===== src/rtl/proc_scheduler.sv =====
// Context scheduler for the dual-context PC: dispatches processes from a saved-PC
// table and returns control to the OS on syscall, exit or quantum expiry (PREEMPT_EN).
module proc_scheduler #(
  parameter int PID_W = 2,
  parameter int QW    = 8
) (
  input  logic             clk,
  input  logic             reset,
  input  logic             hlt,
  input  logic             dispatch_req,
  input  logic [PID_W-1:0] dispatch_pid,
  input  logic [QW-1:0]    quantum_in,
  input  logic             syscall,
  input  logic             proc_exit,
  input  logic [9:0]       proc_pc,
  input  logic             tbl_we,
  input  logic [PID_W-1:0] tbl_pid,
  input  logic [9:0]       tbl_pc,
  output logic             proc_num,
  output logic             change_proc_pc,
  output logic [9:0]       stored_pc,
  output logic [PID_W-1:0] cur_pid,
  output logic             trap_irq,
  output logic [1:0]       trap_cause
);

  // state    | meaning
  // OS_RUN   | OS context runs, waits for a dispatch request
  // LOAD_PC  | strobe the saved PC of cur_pid into the process PC
  // PROC_RUN | process context runs until syscall, exit or expiry
  // SAVE_PC  | write the frozen process PC back, pulse trap_irq

  localparam int NUM_PROCS = 2 ** PID_W;

  localparam logic [1:0] CAUSE_SYSCALL = 2'd1;
  localparam logic [1:0] CAUSE_QUANTUM = 2'd2;
  localparam logic [1:0] CAUSE_EXIT    = 2'd3;

  typedef enum logic [1:0] {
    OS_RUN   = 2'd0,
    LOAD_PC  = 2'd1,
    PROC_RUN = 2'd2,
    SAVE_PC  = 2'd3
  } state_t;

  state_t     state;
  state_t     state_nxt;
  logic [1:0] cause_nxt;
  logic [9:0] stored_pc_q;
  logic [9:0] tbl [NUM_PROCS];
  logic       dispatch_go;
  logic       expire;

`ifdef PREEMPT_EN
  logic [QW-1:0] qcnt;

  // Expiry fires on the quantum_in-th retiring cycle; a halted cycle does not count.
  assign expire = (qcnt == QW'(1)) && !hlt;
`else
  logic unused_quantum;

  assign unused_quantum = ^quantum_in;
  assign expire         = 1'b0;
`endif

  assign dispatch_go = (state == OS_RUN) && dispatch_req && !hlt;

  always_comb begin
    state_nxt = state;
    cause_nxt = 2'd0;
    case (state)
      OS_RUN: begin
        if (dispatch_go) state_nxt = LOAD_PC;
      end
      LOAD_PC: begin
        state_nxt = PROC_RUN;
      end
      PROC_RUN: begin
        if (proc_exit) begin
          cause_nxt = CAUSE_EXIT;
          state_nxt = SAVE_PC;
        end else if (syscall) begin
          cause_nxt = CAUSE_SYSCALL;
          state_nxt = SAVE_PC;
        end else if (expire) begin
          cause_nxt = CAUSE_QUANTUM;
          state_nxt = SAVE_PC;
        end
      end
      SAVE_PC: begin
        state_nxt = OS_RUN;
      end
      default: begin
        state_nxt = OS_RUN;
      end
    endcase
  end

  always_ff @(posedge clk) begin
    if (!reset) begin
      state       <= OS_RUN;
      cur_pid     <= '0;
      stored_pc_q <= '0;
      trap_cause  <= '0;
      for (int i = 0; i < NUM_PROCS; i++) tbl[i] <= '0;
`ifdef PREEMPT_EN
      qcnt        <= '0;
`endif
    end else begin
      state <= state_nxt;

      if (dispatch_go) begin
        cur_pid <= dispatch_pid;
`ifdef PREEMPT_EN
        qcnt    <= quantum_in;
`endif
      end

      if (state == LOAD_PC) begin
        stored_pc_q <= tbl[cur_pid];
        trap_cause  <= '0;
      end

      if (state == PROC_RUN) begin
        if (state_nxt == SAVE_PC) trap_cause <= cause_nxt;
`ifdef PREEMPT_EN
        if (!hlt && (qcnt != '0)) qcnt <= qcnt - QW'(1);
`endif
      end

      // The save-back is written after the OS port so it wins on an index collision.
      if (tbl_we) tbl[tbl_pid] <= tbl_pc;
      if (state == SAVE_PC) tbl[cur_pid] <= (trap_cause == CAUSE_EXIT) ? 10'd0 : proc_pc;
    end
  end

  assign proc_num       = (state == PROC_RUN);
  assign change_proc_pc = (state == LOAD_PC);
  assign trap_irq       = (state == SAVE_PC);
  // The table is read live during the strobe so a write in the dispatch cycle is seen.
  assign stored_pc      = change_proc_pc ? tbl[cur_pid] : stored_pc_q;

endmodule


===== config.mk =====
export PLATFORM = sky130hd
export DESIGN_NAME = proc_scheduler
export DESIGN_NICKNAME = d
export VERILOG_FILES = /design/src/rtl/proc_scheduler.sv
export SDC_FILE = /design/constraint.sdc
export NUM_CORES = 1
export LEC_CHECK = 0
export CORE_MARGIN = 10
export CORE_UTILIZATION = 42
export CTS_BUF_LIST = sky130_fd_sc_hd__clkbuf_2 sky130_fd_sc_hd__clkbuf_4 sky130_fd_sc_hd__clkbuf_8
export DETAILED_ROUTE_END_ITERATION = 16
export HOLD_SLACK_MARGIN = 0.05
export PLACE_DENSITY = 0.67
export SYNTH_ARGS = -nofsm -noshare
export SYNTH_HDL_FRONTEND = slang
export SYNTH_SLANG_ARGS = --single-unit

===== constraint.sdc =====
create_clock -name clk -period 2.25 [get_ports clk]
set_clock_uncertainty 0.15 [all_clocks]
set_input_delay 0.225 -clock clk [delete_from_list [all_inputs] [get_ports clk]]
set_output_delay 0.225 -clock clk [all_outputs]
set_load 0.005 [all_outputs]

* Word level (Yosys, flattened, before mapping)
Memory sizes are Yosys's and may differ from the RTL's. A register that Yosys moved wholly into a read port is not among the register bits.
Cells that the tools add are included.
** Word-level totals
- Memories :: 1
- Input port bits :: 39
- Memory bits (writable) :: 40
- Word-level logic and storage cells :: 42
- Register bits after elaboration :: 16
** Memories
- tbl :: words 4, width 10, read ports 1, clocked after Yosys merged registers in 1, wr ports 4, RTL line 50 : logic [9:0] tbl [NUM_PROCS];
** Operators by class
- Reduce and logical (&&, ||, !) cells :: 6
- Equal/unequal tests :: 5
- Mux-type cells :: 26
** Operators with widths (number)
- two-way mux 10 bit :: 4
- two-way mux 2 bit :: 11
- OR reduction 10 bit :: 2
- two-way mux 1 bit :: 10
- == test 2 bit (second input constant) :: 4
- one-hot mux 2 bit (4 select lines) :: 1
- == test 2 x 1 -> 1 bit (second input constant) :: 1
- logical AND 1 bit :: 2
- logical NOT 2 bit :: 1
- logical NOT 1 bit :: 1

* Longest topological paths before layout
Gate-level depths: netlist of run 1.
- Word-level depth :: 8
- Depth in mapped cells :: 5

* Worst setup path before layout of run 1
OpenSTA, ideal clock, no wires.
- Kind :: register to register
- From :: register state[1]
- To :: memory tbl[1][0] (enable)
- Slack :: 275 ps
- Arrival time :: 1474 ps
- Period minus slack after synthesis :: 1975 ps
- Stages on the path, launching flop included :: 6
- Buffers on the path :: 2
- Cell sequence :: dfxtp_1 -> buf_2 -> nand3_1 -> or3b_1 -> buf_2 -> nand3b_1
** RTL lines
- start, declared :: RTL line 46 : state_t state;
- start signal, assigned :: RTL line 110 : state <= state_nxt;
- end, declared :: RTL line 50

==> metrics.txt, run 1 <==
asr flop ratio synth 0%; synth unique cells 27; Avg Inst Size Synth 11.0 sq um; grt total ovfl 0; # fillers 558; register area share after synthesis 52.1%; post-synth top area cell edfxtp_1; clk slew on worst S/H paths 0.07 ns; CP required 1.88 ns; worst min-delay path class in2reg; final wirelength 7.48 mm; Final Cycle Share 97.2%; CTS tree done; endpoint class of the critical path output port; die area 0.0109 sq mm; DRC Markers 0; Worst setup SP type flip-flop; chip height 104 um; number of antenna diodes 0; final setup vio count 0; syn nets 312; worst setup path class reg2out; worst r2r src state[0]$_SDFF_PN0_; root buf cell clkbuf_8; initial antenna violation count 0; Final nets 376; Max-slew headroom 68.0%; GRT Max-Usage Layer met2; DR iter-0 viols 102; Area after DPL 0.00368 sq mm; DP HPWL 4.96 mm; Synth area leaders edfxtp_1, mux2i_1, dfxtp_1, nand2_1, nor3_1; Port Buffers 47; Post-Syn Area 0.00300 sq mm; EDFF count, synth 40; WHS 0.374 ns; Final Max Slew Viols 0; area fraction of the dominant cell type after synthesis 40.1%; Final GP Congestion 0.768; CTS Sinks 58; initial core utilization 43.6%; Cells after Synth 273; core area 0.00687 sq mm; ratio of cells with drive above 1 in the final layout 20.2%; most frequent cells in the layout nand2_1, mux2i_1, edfxtp_1; fin cells 438; pin count of the biggest net entering global routing 33; Total Routing Usage GR 13.4%; area delta synth->final 34.9%; Worst Min Path Start dispatch_pid[1]; worst r2r dst tbl[1][0]$_DFFE_PP_; first-pass detailed-route iteration total 4; outcome finished, final reports clean; DR WL/cell 17.1 um; Final Hold Violating Endpoints 0; CP max FO 5; peak supply drop 0.300 mV; Power Density 600 mW/mm^2; Worst Path Arrival 1.81 ns; Hold Path Cell Cnt 3; vias in the first global route 2200; DR vias 2284; post-route cell area 0.00404 sq mm; clock period minus worst slack 2.19 ns; R2R setup slack 0.35 ns; I/O Pins 56; antenna viol nets, final 0; f_max 0.457 GHz; DIE WIDTH 104 um; Max clock buf depth 2; Leakage 1.60 nW; GR Util met2 20.9%; Worst-Margin Slew 0.479 ns; Top FF cell, synth edfxtp_1; setup TNS 0 ns; CTS Buf Count 9; Core Rows 30; M1 GR Usage 16.6%; Max H-tree Level 3; Syn. warnings 0; Worst R2R Path Depth 5; grt met3 use 3.10%; first-pass GRT wire length 11.5 mm; Final Power 2.43 mW; Seq cells post-synth 58; clock latency on the worst-skew pair 0.34 ns; drt via density 5.21; Max-cap violations 0; cell count after placement 417
-- flip-flops by register name, summed over array words and instances, names as in the netlist, named ones only --
signal,flops
stored_pc_q,10
cur_pid,2
state,2
trap_cause,2
tbl,40
-- worst max path at each step --
stage	slack, ns	endpoint	cells past startpoint	from
2_1_floorplan	0.28	tbl[1][0]$_DFFE_PP_	5	state[1]$_SDFF_PN0_
3_3_place_gp	0.09	tbl[1][7]$_DFFE_PP_	5	reset
3_5_place_dp	0.03	tbl[1][7]$_DFFE_PP_	5	reset
4_1_cts	-0.07	stored_pc[1]	6	flip-flop
5_1_grt	-0.02	stored_pc[4]	6	flip-flop
6_report	0.06	stored_pc[4]	6	flip-flop
-- worst max-delay path: stages, from the launching register on --
cell	delay, ns
dfxtp_4	0.39
buf_6	0.13
clkbuf_16	0.15
mux2i_4	0.26
nor3_2	0.06
or3_1	0.36
clkbuf_2	0.13
-- stage by stage --
step,setup WS [ns],utilization [%]
floorplan,0.275,-
global placement,0.0911,53.6
detailed placement,0.0299,53.6
CTS,-0.0672,58.6
global route,-0.0230,58.8
finish,0.0628,58.8
-- cell type report --
class                      instances  area [sq um]  area share (%)
clock inverter                     5          31.3           0.774
multi-input combinational        194          1470            36.4
tap                               96           120            2.97
sequential                        58          1570            38.7
inverter                           4          15.0           0.372
timing repair buffer              70           692            17.1
clock buffer                      11           145            3.59
-- cell families after synthesis --
group,synth area share [%]
compound gates,4.13
buf+inv,3.01
flops,52.1
mux,21.0
simple gates,19.7
-- repair_timing --
item                       CTS  global route
setup endpoints to repair   10            10
cloned                       2             1
resized for setup           38            18
hold buffers                 0             0
hold endpoints to repair     0             0
setup buffers                2             0
pin swaps                    0             0
-- layer usage --
layer,wire (um),share of wire (%)
met1,3340,45
met2,3580,48
met3,419,5.6
met4,142,1.9
met5,0,0
-- synthesized netlist by cell type (2+ instances only) --
cell type  count
o31a_1        10
clkbuf_1       8
o21a_1         2
nor2b_1        3
and2_1        13
buf_2          9
a21boi_0       2
nor3_1        21
inv_1          3
edfxtp_1      40
and4b_1        2
or3b_2         2
dfxtp_1       18
nor2_1         2
nand2_1       52
nand3_1        3
nand2b_1       2
or3_1         10
mux2i_1       63
-- report_power, final --
part | internal [mW] | total [mW] | switching (mW)
combinational | 0.186 | 0.347 | 0.161
clock | 0.437 | 0.844 | 0.407
sequential | 1.20 | 1.24 | 0.0315
total | 1.83 | 2.43 | 0.599
Note: power is estimated with default switching activity, not from simulation.
==> run 2, diff against run 1 <==
CTS_BUF_LIST = sky130_fd_sc_hd__clkbuf_16   (was sky130_fd_sc_hd__clkbuf_2 sky130_fd_sc_hd__clkbuf_4 sky130_fd_sc_hd__clkbuf_8)
==> metrics.txt, run 2 (synthesis results as in run 1) <==
outcome finished, final reports clean; final wirelength 7.59 mm (+1.4%); core area 0.00687 sq mm (unchanged); DR vias 2260 (-1.1%); worst setup path class reg2out; Critical Path Slowest Stage Cell or3_1; post-route cell area 0.00421 sq mm (+4.2%); fin cells 440 (+0.46%); die area 0.0109 sq mm (unchanged); final core occ 61.3% (+2.5 points); CTS Buf Count 9 (unchanged); Core Rows 30 (unchanged); Clk pwr share 42.4% (+7.6 points); Final Max Slew Viols 0 (unchanged); DP HPWL 4.96 mm (unchanged); antenna viol nets, final 0 (unchanged); grt total ovfl 0 (unchanged); Top reg by flops tbl; CTS Sinks 58 (unchanged); most frequent cells in the layout nand2_1, mux2i_1, edfxtp_1; vias in the first global route 2238 (+1.7%); first-pass GRT wire length 11.9 mm (+3.3%); drt via density 5.14 (-1.5%); I/O Pins 56 (unchanged); cell count after placement 417 (unchanged); Final Cycle Share 98.7% (+1.5 points); sequential share of power 44.6% (-6.3 points); Max-slew headroom 67.1% (-0.86 points); critical-path cell list buf_4, buf_12, buf_4, mux2i_4, nor3_2, or3_1, clkbuf_2; Worst Path Arrival 1.85 ns (+0.04 ns); final setup vio count 0 (unchanged); commonest non-fill, non-tap cell in the layout nand2_1; CP max FO 5 (unchanged); initial core utilization 43.6% (unchanged); CTS tree done; clock period minus worst slack 2.22 ns (+0.0328 ns); f_max 0.450 GHz (-1.5%); first-pass detailed-route iteration total 4 (unchanged); Max clock buf depth 2 (unchanged); Total Routing Usage GR 13.9% (+0.54 points); pin count of the biggest net entering global routing 33 (unchanged); peak supply drop 0.355 mV (+18%); Final nets 378 (+0.53%); Leakage 1.66 nW (+3.9%); DIE WIDTH 104 um (unchanged); worst min-delay path class in2reg; multi-input logic area 0.00153 sq mm (+4.2%); Worst setup SP type flip-flop; Port Buffers 47 (unchanged); initial antenna violation count 0 (unchanged); # fillers 547 (-2.0%); Power Density 662 mW/mm^2 (+10%); Max-cap violations 0 (unchanged); DRC Markers 0 (unchanged); CP most frequent cell buf_4; Largest regs tbl (40), stored_pc_q (10); Comb power frac 13.0% (-1.3 points); clock latency on the worst-skew pair 0.32 ns (-0.02 ns); Final Power 2.79 mW (+15%); Final GP Congestion 0.768 (unchanged); area delta synth->final 40.5%; DR iter-0 viols 86 (-16%); endpoint class of the critical path output port; Area after DPL 0.00368 sq mm (unchanged); Worst-Margin Slew 0.492 ns (+0.0128 ns); NetSw 653 uW (+9.0%); Largest register FFs 40 (unchanged); CP required 1.88 ns (about the same); crit-path max cell delay 0.38 ns (about the same); ratio of cells with drive above 1 in the final layout 21.5% (+1.3 points); storage element area 0.00157 sq mm (unchanged); number of antenna diodes 0 (unchanged); unrepaired setup endpoints after global routing yes; chip height 104 um (unchanged); DR WL/cell 17.2 um (+0.98%); internal power contribution 2.13 mW (+17%); net switching fraction of the power 23.4% (-1.2 points); Max H-tree Level 3 (unchanged); root buf cell clkbuf_16; clk slew on worst S/H paths 0.05 ns (-0.02 ns); Final Hold Violating Endpoints 0 (unchanged)
-- run 2: metrics by stage --
step / worst slack [ns] / setup TNS (ns) / hold WS (ns)
after floorplan: 0.275 / 0 / 0.273
after global placement: 0.0911 / 0 / 0.385
after detailed placement: 0.0299 / 0 / 0.392
after CTS: -0.0473 / -0.103 / 0.384
after global routing: -0.0197 / -0.0197 / 0.428
final: 0.0300 / 0 / 0.390
-- run 2: worst max-delay path, delay by kind of cell (launching register included) --
family	cells	cell delay [ns]
mux	1	0.24
buf+inv	4	0.48
simple gates	2	0.44
flops	1	0.35
-- run 2: final timing paths --
| kind | from | end | slack, ns | depth (start not counted) |
|---|---|---|---|---|
| setup reg to reg | state[0]$_SDFF_PN0_ | tbl[1][0]$_DFFE_PP_ | 0.36 | 5 |
| setup / recovery | flip-flop | stored_pc[4] | 0.03 | 7 |
| hold reg to reg | stored_pc_q[1]$_SDFF_PN0_ | stored_pc_q[1]$_SDFF_PN0_ | 0.40 | 2 |
| hold / removal | dispatch_pid[1] | flip-flop | 0.39 | 3 |
-- run 2: layout make-up --
type / count / area share [%]
inverter: 4 / 0.357
tap: 96 / 2.85
timing repair buffer: 72 / 16.9
multi-input combinational: 194 / 36.4
clock inverter: 7 / 0.921
sequential: 58 / 37.2
clock buffer: 9 / 5.35
-- run 2: repair_timing --
| item | 4_1_cts | 5_1_grt |
|---|---|---|
| hold endpoints to repair | 0 | 0 |
| endpoints found under the setup margin | 10 | 9 |
| setup buffers | 3 | 1 |
| hold buffers | 0 | 0 |
| gates resized for setup | 44 | 22 |
| cloned | 3 | 0 |
| pin swaps | 0 | 3 |
-- run 2: power by group through the flow --
stage | clock (mW) | combinational, mW | sequential [mW]
floorplan | 0 | 0.147 | 1.24
global placement | 0 | 0.308 | 1.24
detailed placement | 0 | 0.311 | 1.25
CTS | 1.20 | 0.352 | 1.24
global route | 1.26 | 0.390 | 1.25
finish | 1.18 | 0.362 | 1.24
-- run 2: routing by layer --
| layer | wire [um] | global-route usage (%) |
|---|---|---|
| met5 | 0 | 0 |
| met4 | 180 | 7.65 |
| met3 | 360 | 3.97 |
| met2 | 3620 | 21.1 |
| met1 | 3420 | 17.3 |
